## src/rtl/mem_arbiter_pkg.sv

```systemverilog
// Shared definitions for the memory front-end: RV32I load/store funct3
// encodings, the controller state type and the access legality rule.
package mem_arbiter_pkg;

  // Load funct3 encodings
  localparam logic [2:0] LB  = 3'b000;
  localparam logic [2:0] LH  = 3'b001;
  localparam logic [2:0] LW  = 3'b010;
  localparam logic [2:0] LBU = 3'b100;
  localparam logic [2:0] LHU = 3'b101;

  // Store funct3 encodings
  localparam logic [2:0] SB  = 3'b000;
  localparam logic [2:0] SH  = 3'b001;
  localparam logic [2:0] SW  = 3'b010;

  // Largest supported number of extra memory cycles per access
  localparam int MAX_WAIT = 15;

  typedef enum logic [1:0] {
    S_IDLE,
    S_ACCESS,
    S_RESP
  } state_t;

  // An access is legal when its funct3 exists for that direction and the
  // address is naturally aligned for the access size.
  function automatic logic access_legal(input logic       write,
                                        input logic [2:0] funct3,
                                        input logic [1:0] addr_lo);
    logic ok;
    ok = 1'b0;
    case (funct3)
      3'b000:  ok = 1'b1;
      3'b001:  ok = ~addr_lo[0];
      3'b010:  ok = (addr_lo == 2'b00);
      3'b100:  ok = ~write;
      3'b101:  ok = ~write & ~addr_lo[0];
      default: ok = 1'b0;
    endcase
    return ok;
  endfunction

endpackage

```

## src/rtl/mem_arbiter_rr_arbiter.sv

```systemverilog
// Round-robin arbiter: searches for a requester starting one past the most
// recently granted port and grants exactly one of them while enabled.
module rr_arbiter #(
  parameter int N = 2
) (
  input  logic         clk,
  input  logic         rst,
  input  logic         en,
  input  logic [N-1:0] req,
  output logic [N-1:0] grant
);

  localparam int IW = (N > 1) ? $clog2(N) : 1;

  logic [IW-1:0] ptr;
  logic          found;
  int            grant_idx;

  // Pick the first requester at or after the pointer, wrapping around.
  always_comb begin
    // NOTE: every output of a combinational block gets a default first so
    // that no path leaves it unassigned, which would infer a latch.
    grant     = '0;
    found     = 1'b0;
    grant_idx = 0;
    for (int i = 0; i < N; i++) begin
      if (en && !found && req[(int'(ptr) + i) % N]) begin
        found                      = 1'b1;
        grant_idx                  = (int'(ptr) + i) % N;
        grant[(int'(ptr) + i) % N] = 1'b1;
      end
    end
  end

  // Advance the pointer past the winner on every accepted grant.
  always_ff @(posedge clk or negedge rst) begin
    if (!rst) begin
      // NOTE: state registers use non-blocking assignments so that every
      // flop samples its inputs from the same pre-edge values.
      ptr <= '0;
    end else if (found) begin
      ptr <= IW'((grant_idx + 1) % N);
    end
  end

endmodule

```

## src/rtl/mem_arbiter.sv

```systemverilog
// Memory front-end: round-robin grant of one requester at a time, RV32I
// byte/half/word lane handling, configurable wait states, and error
// responses for misaligned or illegal accesses that never reach memory.
module mem_arbiter
  import mem_arbiter_pkg::*;
#(
  parameter int NUM_PORTS   = 2,
  parameter int ADDR_W      = 32,
  parameter int WAIT_STATES = 0
) (
  input  logic                    clk,
  input  logic                    rst,
  input  logic [NUM_PORTS-1:0]    req_valid,
  output logic [NUM_PORTS-1:0]    req_ready,
  input  logic [NUM_PORTS-1:0]    req_write,
  input  logic [NUM_PORTS*3-1:0]  req_funct3,
  input  logic [NUM_PORTS*ADDR_W-1:0] req_addr,
  input  logic [NUM_PORTS*32-1:0] req_wdata,
  output logic [NUM_PORTS-1:0]    rsp_valid,
  output logic [31:0]             rsp_rdata,
  output logic                    rsp_err,
  output logic                    mem_we,
  output logic [3:0]              mem_be,
  output logic [ADDR_W-3:0]       mem_addr,
  output logic [31:0]             mem_wdata,
  input  logic [31:0]             mem_rdata
);

  localparam int IDX_W = (NUM_PORTS > 1) ? $clog2(NUM_PORTS) : 1;
  localparam logic [3:0] WAIT_INIT = 4'(WAIT_STATES);

  state_t state, state_nx;

  logic [NUM_PORTS-1:0] grant;
  logic                 accept;

  // Request selected by the arbiter this cycle
  logic [IDX_W-1:0]  sel_port;
  logic              sel_write;
  logic [2:0]        sel_f3;
  logic [ADDR_W-1:0] sel_addr;
  logic [31:0]       sel_wdata;
  logic              sel_legal;

  // Request latched at the handshake
  logic [IDX_W-1:0]  port_q;
  logic              write_q;
  logic [2:0]        f3_q;
  logic [ADDR_W-1:0] addr_q;
  logic [31:0]       wdata_q;
  logic              err_q;
  logic [3:0]        wait_q;

  logic [7:0]  rd_byte;
  logic [15:0] rd_half;

  rr_arbiter #(.N(NUM_PORTS)) u_rr (
    .clk   (clk),
    .rst   (rst),
    .en    (state == S_IDLE),
    .req   (req_valid),
    .grant (grant)
  );

  assign req_ready = grant;
  assign accept    = |grant;

  // Mux the granted port's request fields.
  always_comb begin
    sel_port  = '0;
    sel_write = 1'b0;
    sel_f3    = '0;
    sel_addr  = '0;
    sel_wdata = '0;
    for (int i = 0; i < NUM_PORTS; i++) begin
      if (grant[i]) begin
        sel_port  = IDX_W'(i);
        sel_write = req_write[i];
        sel_f3    = req_funct3[3*i +: 3];
        sel_addr  = req_addr[ADDR_W*i +: ADDR_W];
        sel_wdata = req_wdata[32*i +: 32];
      end
    end
    sel_legal = access_legal(sel_write, sel_f3, sel_addr[1:0]);
  end

  // Controller state register.
  always_ff @(posedge clk or negedge rst) begin
    if (!rst) state <= S_IDLE;
    else      state <= state_nx;
  end

  // Next state: illegal requests skip ACCESS; legal ones stay WAIT_STATES+1 cycles.
  always_comb begin
    state_nx = state;
    case (state)
      S_IDLE:   if (accept) state_nx = sel_legal ? S_ACCESS : S_RESP;
      S_ACCESS: if (wait_q == 4'd0) state_nx = S_RESP;
      S_RESP:   state_nx = S_IDLE;
      default:  state_nx = S_IDLE;
    endcase
  end

  // Latch the accepted request and count down the wait states.
  always_ff @(posedge clk or negedge rst) begin
    if (!rst) begin
      port_q  <= '0;
      write_q <= 1'b0;
      f3_q    <= '0;
      addr_q  <= '0;
      wdata_q <= '0;
      err_q   <= 1'b0;
      wait_q  <= '0;
    end else if (state == S_IDLE && accept) begin
      port_q  <= sel_port;
      write_q <= sel_write;
      f3_q    <= sel_f3;
      addr_q  <= sel_addr;
      wdata_q <= sel_wdata;
      err_q   <= ~sel_legal;
      wait_q  <= WAIT_INIT;
    end else if (state == S_ACCESS && wait_q != 4'd0) begin
      wait_q <= wait_q - 4'd1;
    end
  end

  // Memory side: drive the latched access only while in ACCESS; the write
  // strobe fires once, in the first ACCESS cycle.
  always_comb begin
    mem_we    = 1'b0;
    mem_be    = 4'b0000;
    mem_addr  = '0;
    mem_wdata = '0;
    if (state == S_ACCESS) begin
      mem_addr = addr_q[ADDR_W-1:2];
      if (write_q) begin
        mem_we = (wait_q == WAIT_INIT);
        case (f3_q)
          SB: begin
            mem_be    = 4'b0001 << addr_q[1:0];
            mem_wdata = {4{wdata_q[7:0]}};
          end
          SH: begin
            mem_be    = 4'b0011 << addr_q[1:0];
            mem_wdata = {2{wdata_q[15:0]}};
          end
          default: begin
            mem_be    = 4'b1111;
            mem_wdata = wdata_q;
          end
        endcase
      end
    end
  end

  // Response side: the memory's output register holds the word addressed in
  // the last ACCESS cycle, so RESP extracts and extends lanes from it directly.
  always_comb begin
    rsp_valid = '0;
    rsp_err   = 1'b0;
    rsp_rdata = '0;
    case (addr_q[1:0])
      2'd0:    rd_byte = mem_rdata[7:0];
      2'd1:    rd_byte = mem_rdata[15:8];
      2'd2:    rd_byte = mem_rdata[23:16];
      default: rd_byte = mem_rdata[31:24];
    endcase
    rd_half = addr_q[1] ? mem_rdata[31:16] : mem_rdata[15:0];
    if (state == S_RESP) begin
      for (int i = 0; i < NUM_PORTS; i++) begin
        rsp_valid[i] = (port_q == IDX_W'(i));
      end
      rsp_err = err_q;
      if (!err_q && !write_q) begin
        case (f3_q)
          LB:      rsp_rdata = {{24{rd_byte[7]}}, rd_byte};
          LH:      rsp_rdata = {{16{rd_half[15]}}, rd_half};
          LW:      rsp_rdata = mem_rdata;
          LBU:     rsp_rdata = {24'd0, rd_byte};
          LHU:     rsp_rdata = {16'd0, rd_half};
          default: rsp_rdata = '0;
        endcase
      end
    end
  end

endmodule

```

## config.mk

```make
export PLATFORM = sky130hd
export DESIGN_NAME = mem_arbiter
export DESIGN_NICKNAME = d
export VERILOG_FILES = /design/src/rtl/mem_arbiter_pkg.sv /design/src/rtl/mem_arbiter_rr_arbiter.sv /design/src/rtl/mem_arbiter.sv
export SDC_FILE = /design/constraint.sdc
export NUM_CORES = 1
export LEC_CHECK = 0
export CAP_MARGIN = 15
export CORE_AREA = 2 2 115 117
export DETAILED_ROUTE_END_ITERATION = 8
export DIE_AREA = 0 0 117 119
export HOLD_SLACK_MARGIN = 0.05
export PLACE_DENSITY = 0.87
export REMOVE_ABC_BUFFERS = 1
export SYNTH_ARGS = -nofsm -noshare
export SYNTH_HDL_FRONTEND = slang
export SYNTH_HIERARCHICAL = 1
export SYNTH_SLANG_ARGS = --single-unit
```

## constraint.sdc

```tcl
create_clock -name clk -period 6.5 [get_ports clk]
set_clock_uncertainty 0.2 [all_clocks]
set_input_delay 0.65 -clock clk [delete_from_list [all_inputs] [get_ports clk]]
set_output_delay 0.65 -clock clk [all_outputs]
set_load 0.03 [all_outputs]
```

After elaboration in Yosys (flattened, before gate mapping)
Index checks and enable logic that the tools add are counted.

storage, ports and cells
  register bits after elaboration = 77
  output and inout bits = 104
  word-level logic and storage cells = 107

operators by class
  add/sub/neg operators = 3
  magnitude comparators = 4
  eq/ne operators = 14
  shift-type cells = 2
  mux-type cells = 47
  bitwise operators = 7
  reductions and logical operators = 21

operators by type and width
  cell                                                                    count
  32-bit two-way mux                                                      8
  32-bit one-hot mux with 5 select lines                                  1
  32-bit one-hot mux with 2 select lines                                  1
  30-bit two-way mux                                                      1
  8-bit one-hot mux with 3 select lines                                   1
  1-bit two-way mux                                                       17
  16-bit two-way mux                                                      1
  4-bit two-way mux                                                       4
  3-bit equality test (second input constant)                             4
  2-bit two-way mux                                                       6
  1-bit logical AND                                                       8
  4-bit one-hot mux with 2 select lines                                   1
  3-bit by 1-bit equality test with 1-bit output (second input constant)  2
  3-bit by 2-bit equality test with 1-bit output (second input constant)  2
  2-bit zero test                                                         3
  3-bit zero test                                                         2
  3-bit two-way mux                                                       2
  1-bit one-hot mux with 5 select lines                                   1
  2-bit by 1-bit equality test with 1-bit output (second input constant)  2
  2-bit equality test (second input constant)                             2
  4-bit zero test                                                         1
  2-bit inequality test (second input constant)                           2
  1-bit inverter                                                          4
  2-bit one-hot mux with 2 select lines                                   1
  17 further kinds                                                        21

Longest topological paths before layout
Gate-level depths: netlist of the first run.

  depth after elaboration = 16
  gate-level depth with buffers = 12

Modules after synthesis
Netlist of the first run, hierarchy kept.

by module, submodules not included
  module       instances  cells each  area each (sq um)  sequential area each (sq um)
  mem_arbiter  1          678         5511.5             1901.8
  rr_arbiter   1          8           61.3               25.0

Worst setup path after synthesis of the first run
No wires, ideal clock.

  kind = register to register
  start = register state[1]
  end = register addr_q[31]
  arrival time = 2796 ps
  data required time = 6163 ps
  path slack = 3367 ps
  stages on the path, launching flop included = 13
  buffers on the path = 5
  period minus slack after synthesis = 3133 ps
  cells stage by stage = dfrtp_1 or2_2 inv_2 buf_2 buf_2 nand2_1 a21oi_1 buf_2 buf_2 buf_1 nand3b_1 o21ai_0 a21oi_1

between the ends
  word-level cells in the longest chain between the ends = 9
  elaborated cells on any way between the ends = 13

RTL lines
  what                                                             RTL line                               text
  from (decl)                                                      mem_arbiter.sv:32                      state_t state, state_nx;
  from (signal assigned)                                           mem_arbiter.sv:90                      else state <= state_nx;
  2-bit zero test *                                                mem_arbiter.sv:60                      .en (state == S_IDLE),
  1-bit logical AND                                                mem_arbiter_rr_arbiter.sv:27           if (en && !found && req[(int'(ptr) + i) % N]) begin
  1-bit two-way mux                                                mem_arbiter_rr_arbiter.sv:27
  1-bit zero test                                                  mem_arbiter_rr_arbiter.sv:27
  1-bit logical AND (2 in a row)                                   mem_arbiter_rr_arbiter.sv:27
  2-bit two-way mux *                                              mem_arbiter_rr_arbiter.sv:27
  via req_ready[0]                                                 mem_arbiter.sv:14                      output logic [NUM_PORTS-1:0] req_ready,
  32-bit two-way mux / 2-bit OR reduction (equally long branches)  mem_arbiter.sv:76, mem_arbiter.sv:66
  32-bit two-way mux / 1-bit logical AND (equally long branches)   mem_arbiter.sv:76, mem_arbiter.sv:114
  to (signal assigned)                                             mem_arbiter.sv:118                     addr_q <= sel_addr;
  to (decl)                                                        mem_arbiter.sv:49                      logic [ADDR_W-1:0] addr_q;

The timed path passes the listed nets; every way through them passes the cells marked *.
A chain may end at the register's enable or synchronous reset.

Final worst setup path of the first run
  start = register f3_q[0]
  end = output port rsp_rdata[22]

between the ends
  word-level cells in the longest chain between the ends = 4
  elaborated cells on any way between the ends = 8

RTL lines
  what                                         RTL line            text
  from (decl)                                  mem_arbiter.sv:48   logic [2:0] f3_q;
  from (signal assigned)                       mem_arbiter.sv:117  f3_q <= sel_f3;
  3-bit equality test (tied with other cells)  mem_arbiter.sv:175  case (f3_q)
  32-bit one-hot mux with 5 select lines *     mem_arbiter.sv:175
  32-bit two-way mux *                         mem_arbiter.sv:174  if (!err_q && !write_q) begin
  32-bit two-way mux *                         mem_arbiter.sv:169  if (state == S_RESP) begin
  to (decl)                                    mem_arbiter.sv:20   output logic [31:0] rsp_rdata,

Mark *: on every way between the ends. The rest lies on a longest branch, timed or not.

==> metrics.txt, run 1 <==
die footprint 13900 um^2; Area after DPL just over 8000 um^2; Slew @ Worst Pin 1150 ps; Leakage 3.19 nW; die span in x 117 um; CP max FO 32; Final Non-Filler Cells 1089; Max-slew headroom 22.9%; Design Area, Final 8630 um^2; TritonRoute pass-1 iters 5; hold buffers post-CTS 0; WP data arrival 3430 ps; clk_lat worst skew approximately 330 ps; area leader, netlist dfrtp_1; fin util 67.1%; largest net degree at the start of global routing 92; top cells by area, synth dfrtp_1, a21oi_1, nand3b_1, o22ai_1, o21ai_0; crit end category output pin; number of buffers created by CTS 9; GRT overflow 0; Cell Area, Synth 5570 um^2; Net count, final 1081; Ys Warns 6; Final setup viols 0; Starting Density 43.3%; RePlAce Congestion 0.836; worst stage delay on the critical path 820 ps; slowest cell on the critical path nand3_1; Final Hold Viols 0; Routed Antenna Nets 0; Final min period 4280 ps; Clock Pin Slew Worst Setup and Hold Paths around 60 ps; root buf cell clkbuf_16; Port Buffers 275; status completed; # diodes 0; #FFs+latches synth 77; period utilization between 60% and 70%; crit-path cells o21ai_0, nand3_1, a21oi_1, clkdlybuf4s50_1; DRT iter0 DRCs ~380; Post-synth EDFFs 0; PnR worst setup slack 2220 ps; pre-CTS WS about 2600 ps; register area share after synthesis 34.6%; # rows 42; H-tree depth 3; number of library cell types mapped by synthesis 44; f_max 234 MHz; total area of sequential cells just under 2000 um^2; Pwr Total 0.00423 W; Crit Path Class register to output pin; CTS resizes 0; Bufs and invs on worst path 1; Req. time, crit path about 5700 ps; PD cells 490 nW/um^2; FFs w/ async S/R, synth between 90% and 100%; core region area 12900 um^2; global-route usage over all layers 28.0%; delay-heaviest family, CP simple AND/OR/NAND/NOR gates; CTS tree yes; vias in the first global route 6126; crit start category register; clk sinks 77; placed insts 1073; DP HPWL 13800 um; Synth Area per Inst around 8.1 um^2; top_reg_cell synth dfrtp_1; Synth top area share 34.6%; share of post-route cells with drive strength above 1 under 10%; CTS Buffer Depth 2; most frequent cells in the layout clkdlybuf4s50_1, a21oi_1, dfrtp_1, o21ai_0, o22ai_1; RSZ-0062 raised after global routing no; vias per cell about 5.9; first-pass GRT wire length 30900 um; Post-Syn Instances just under 700; Min-Delay Path Class primary input to asynchronous set/reset pin; DR WL/cell ~19 um; DRC 0; setup bufs post-CTS 0; most common cell after layout, fill and taps aside clkdlybuf4s50_1; Max-Cap Viols 0; Max Slew Vio Count 0; Peak VDD IR about 0.28 mV; Die Span Y about 120 um; fillers 1073; synth-to-layout area growth 54.9%; final wirelength 20400 um; initial antenna violation count 0; I/O pin count roughly 280; multi-input logic area ~3300 um^2; via count 6453
-- registers in the layout, summed over array words and instances (netlist names), named ones only --
register,flops
f3_q,3
addr_q,32
err_q,1
wdata_q,32
wait_q,4
state,2
port_q,1
write_q,1
-- power breakdown --
group | switching [W] | total [W] | internal (W)
registers | 0.000300 | 0.00104 | 0.000742
clock network | 0.000204 | 0.000628 | 0.000425
logic | 0.00154 | 0.00256 | 0.00102
total | 0.00204 | 0.00423 | 0.00219
-- cells in the mapped netlist (2+ instances only) --
master      n
nand3_1     6
buf_6       5
nand3b_1   67
and3_1      9
mux4_2      2
nor2b_1     5
dfrtp_1    77
o22ai_1    69
o41ai_1     2
or2_2       2
xor2_1      2
buf_1       6
nor2_1     27
buf_4       4
mux4_1      6
mux2i_1     9
a222oi_1    8
a21oi_1   113
a211oi_1    9
buf_2      22
o21ai_0    76
and2_1     32
nand2_1    61
inv_1       5
inv_2       2
clkbuf_1   34
a22oi_1     9
-- routing by layer --
| layer | track usage, % | share of wire (%) | vias up |
|---|---|---|---|
| met3 | 7.79 | 10 | 38 |
| met1 | 33.2 | 39 | 3075 |
| met4 | 10.6 | 2.6 | 0 |
| met2 | 47.8 | 48 | 345 |
| met5 | 0 | 0 | - |
| li1 | - | - | 2995 |
-- layout make-up --
cell class	instances	area share [%]
multi-input cells	530	37.9
well taps	176	2.55
flip-flops and latches	77	22.3
inverters	7	0.333
repair buffers	283	32.6
clock buffers	10	2.77
clock inverters	6	1.55
-- final timing paths --
path | startpoint | end | slack (ps) | cells past startpoint
max in group asynchronous | rst | wdata_q[29] | 5120 | 1
min reg2reg | port_q | port_q | 320 | 2
max | f3_q[0] | rsp_rdata[22] | 2220 | 4
min in group clk | port_q | port_q | 320 | 2
min | rst | wdata_q[27] | 240 | 1
max reg2reg | state[1] | wdata_q[7] | 3050 | 9
-- cell families (layout without fill, tap and decap cells) --
group	after synthesis	after routing	synth area share, %
AO/OA/AOI/OAI	292	292	30.1
AND/OR/NAND/NOR	217	217	22.3
buffers and inverters	79	306	6.96
flip-flops	77	77	34.6
multiplexers	18	18	5.52
XOR/XNOR	2	2	0.314
adder cells (fa/ha/maj)	1	1	0.224
-- stage by stage --
stage	hold WS [ps]	setup TNS (ps)
CTS	314	0
floorplan	154	-99500
global placement	288	0
detailed placement	301	0
finish	237	0
global route	349	0
-- worst reg2reg max path, cell delays in order, from the launching register on --
cell and delay [ps]:
dfrtp_1 390, or2_2 340, inv_4 390, nand2_1 230, a21oi_4 150, buf_4 470, buf_4 690, nand3b_1 210
o21ai_0 130, a21oi_1 110
(Power assumes the default switching activity.)
==> run 2: changes to the inputs <==
--- a/config.mk
+++ b/config.mk
@@ -6,11 +6,11 @@
 export NUM_CORES = 1
 export LEC_CHECK = 0
 export CAP_MARGIN = 15
-export CORE_AREA = 2 2 115 117
+export CORE_AREA = 2 2 120 122
 export DETAILED_ROUTE_END_ITERATION = 8
-export DIE_AREA = 0 0 117 119
+export DIE_AREA = 0 0 122 124
 export HOLD_SLACK_MARGIN = 0.05
-export PLACE_DENSITY = 0.87
+export PLACE_DENSITY = 0.8
 export REMOVE_ABC_BUFFERS = 1
 export SYNTH_ARGS = -nofsm -noshare
 export SYNTH_HDL_FRONTEND = slang
==> constraint.sdc (replaced) <==
create_clock -name clk -period 4.4 [get_ports clk]
set_clock_uncertainty 0.2 [all_clocks]
set_input_delay 0.44 -clock clk [delete_from_list [all_inputs] [get_ports clk]]
set_output_delay 0.44 -clock clk [all_outputs]
set_load 0.03 [all_outputs]
==> run 2 against run 1 <==
Global-route usage fell by 1.4 points. Cell area fell by 0.20%. Routed wire length rose by 1.7%. Non-clock buffer count rose by 5. First-iteration DRC count fell by 0.52%. Power rose by 45%. Clock power rose by 21%. Via count fell by 1.9%. Sequential power rose by 43%. Critical path depth rose by 1. Cell count rose by 0.64%.
==> metrics.txt, run 2 (synthesis gave the netlist of run 1 again) <==
status completed; clk_lat worst skew between 300 and 400 ps; CTS resizes 0; hold buffers post-CTS 0; multi-input logic area 3270 um^2; Final Hold Viols 0; crit end category output pin; PD cells a little over 700 nW/um^2; Die Span Y 124 um; placed insts 1082; vias per cell 5.78; most frequent cells in the layout clkdlybuf4s50_1, a21oi_1, dfrtp_1, o21ai_0, o22ai_1; first-pass GRT wire length 31500 um; number of buffers created by CTS 9; Peak VDD IR approximately 0.36 mV; core region area 13700 um^2; launching point of the worst reg2reg path state[1]; TritonRoute pass-1 iters 6; Bufs and invs on worst path 1; RSZ-0062 raised after global routing no; RePlAce Congestion between 0.8 and 0.9; Max Slew Vio Count 0; Port Buffers roughly 280; Routed Antenna Nets 0; Slew @ Worst Pin around 1000 ps; crit-path cells nor3b_4, a21o_4, a22oi_1, a21oi_1, clkdlybuf4s50_1; DP HPWL about 14000 um; fin util 62.8%; root buf cell clkbuf_16; fillers 1222; Worst R2R Setup Slack 1910 ps; final wirelength 20700 um; initial antenna violation count 0; H-tree depth 3; f_max 282 MHz; Net count, final 1086; Starting Density 40.6%; GRT overflow 0; clk sinks 77; CP max FO 19; DRC 0; largest net degree at the start of global routing 140; delay-heaviest family, CP simple AND/OR/NAND/NOR gates; via count 6330; WP data arrival 2910 ps; CTS Buffer Depth 2; Pwr Total 0.00612 W; die footprint 15100 um^2; slowest cell on the critical path nor3b_4; period utilization between 80% and 90%; DRT iter0 DRCs 381; Req. time, crit path 3760 ps; DR WL/cell 18.9 um; Reg2Reg Depth 9; Crit Path Class register to output pin; Fin Setup TNS 0 ps; Min-Delay Path Class primary input to asynchronous set/reset pin; Top Registers addr_q (32), wdata_q (32), wait_q (4); Final min period 3550 ps; Max-slew headroom between 30% and 40%; CP Launch Point f3_q[1]; total area of sequential cells 1930 um^2; most common cell after layout, fill and taps aside clkdlybuf4s50_1; Final Non-Filler Cells 1096; Max-Cap Viols 0; I/O pin count 276; crit start category register; worst stage delay on the critical path 720 ps; reg-to-reg critical path endpoint state[0]; die span in x 122 um; Final setup viols 0; vias in the first global route around 6000; Leakage 3.18 nW; synth-to-layout area growth 54.6%; # diodes 0; # rows 43; CTS tree yes; setup bufs post-CTS 0; Clock Pin Slew Worst Setup and Hold Paths 60 ps; share of post-route cells with drive strength above 1 5.02%; global-route usage over all layers 26.6%
==> run 2: metal layers <==
metal	global-route usage, %	share of wire (%)	vias up
met1	30.4	38	2979
li1	-	-	2998
met2	46.7	49	324
met5	0	0	-
met3	8.42	10	29
met4	9.63	2.2	0
==> run 2: how the worst max path moves through the flow <==
stage	end	cells past startpoint
2_1_floorplan	wait_q[0]	7
3_3_place_gp	rsp_rdata[18]	5
3_5_place_dp	rsp_rdata[18]	5
4_1_cts	rsp_rdata[14]	5
5_1_grt	rsp_rdata[8]	5
6_report	rsp_rdata[14]	5
==> run 2: final cells by class <==
cell class | count | area share (%)
clock buffers | 13 | 3.14
multi-input cells | 530 | 38.0
clock inverters | 1 | 0.349
repair buffers | 288 | 33.2
flip-flops and latches | 77 | 22.4
inverters | 7 | 0.334
well taps | 180 | 2.61
==> run 2: per-stage QoR <==
step	setup WS (ps)	cell area, um^2	hold slack (ps)
detailed placement	1170	8320	293
CTS	884	8620	127
floorplan	-3880	5210	-55.6
global placement	1220	8320	280
global route	751	8620	168
finish	855	8620	69.0
==> run 2: power breakdown <==
group / internal [W] / leakage (nW) / switching, W / total, W
Sequential: 0.00110 / 0.924 / 0.000392 / 0.00149
Combinational: 0.00155 / 2.11 / 0.00232 / 0.00387
Clock: 0.000480 / 0.148 / 0.000280 / 0.000760
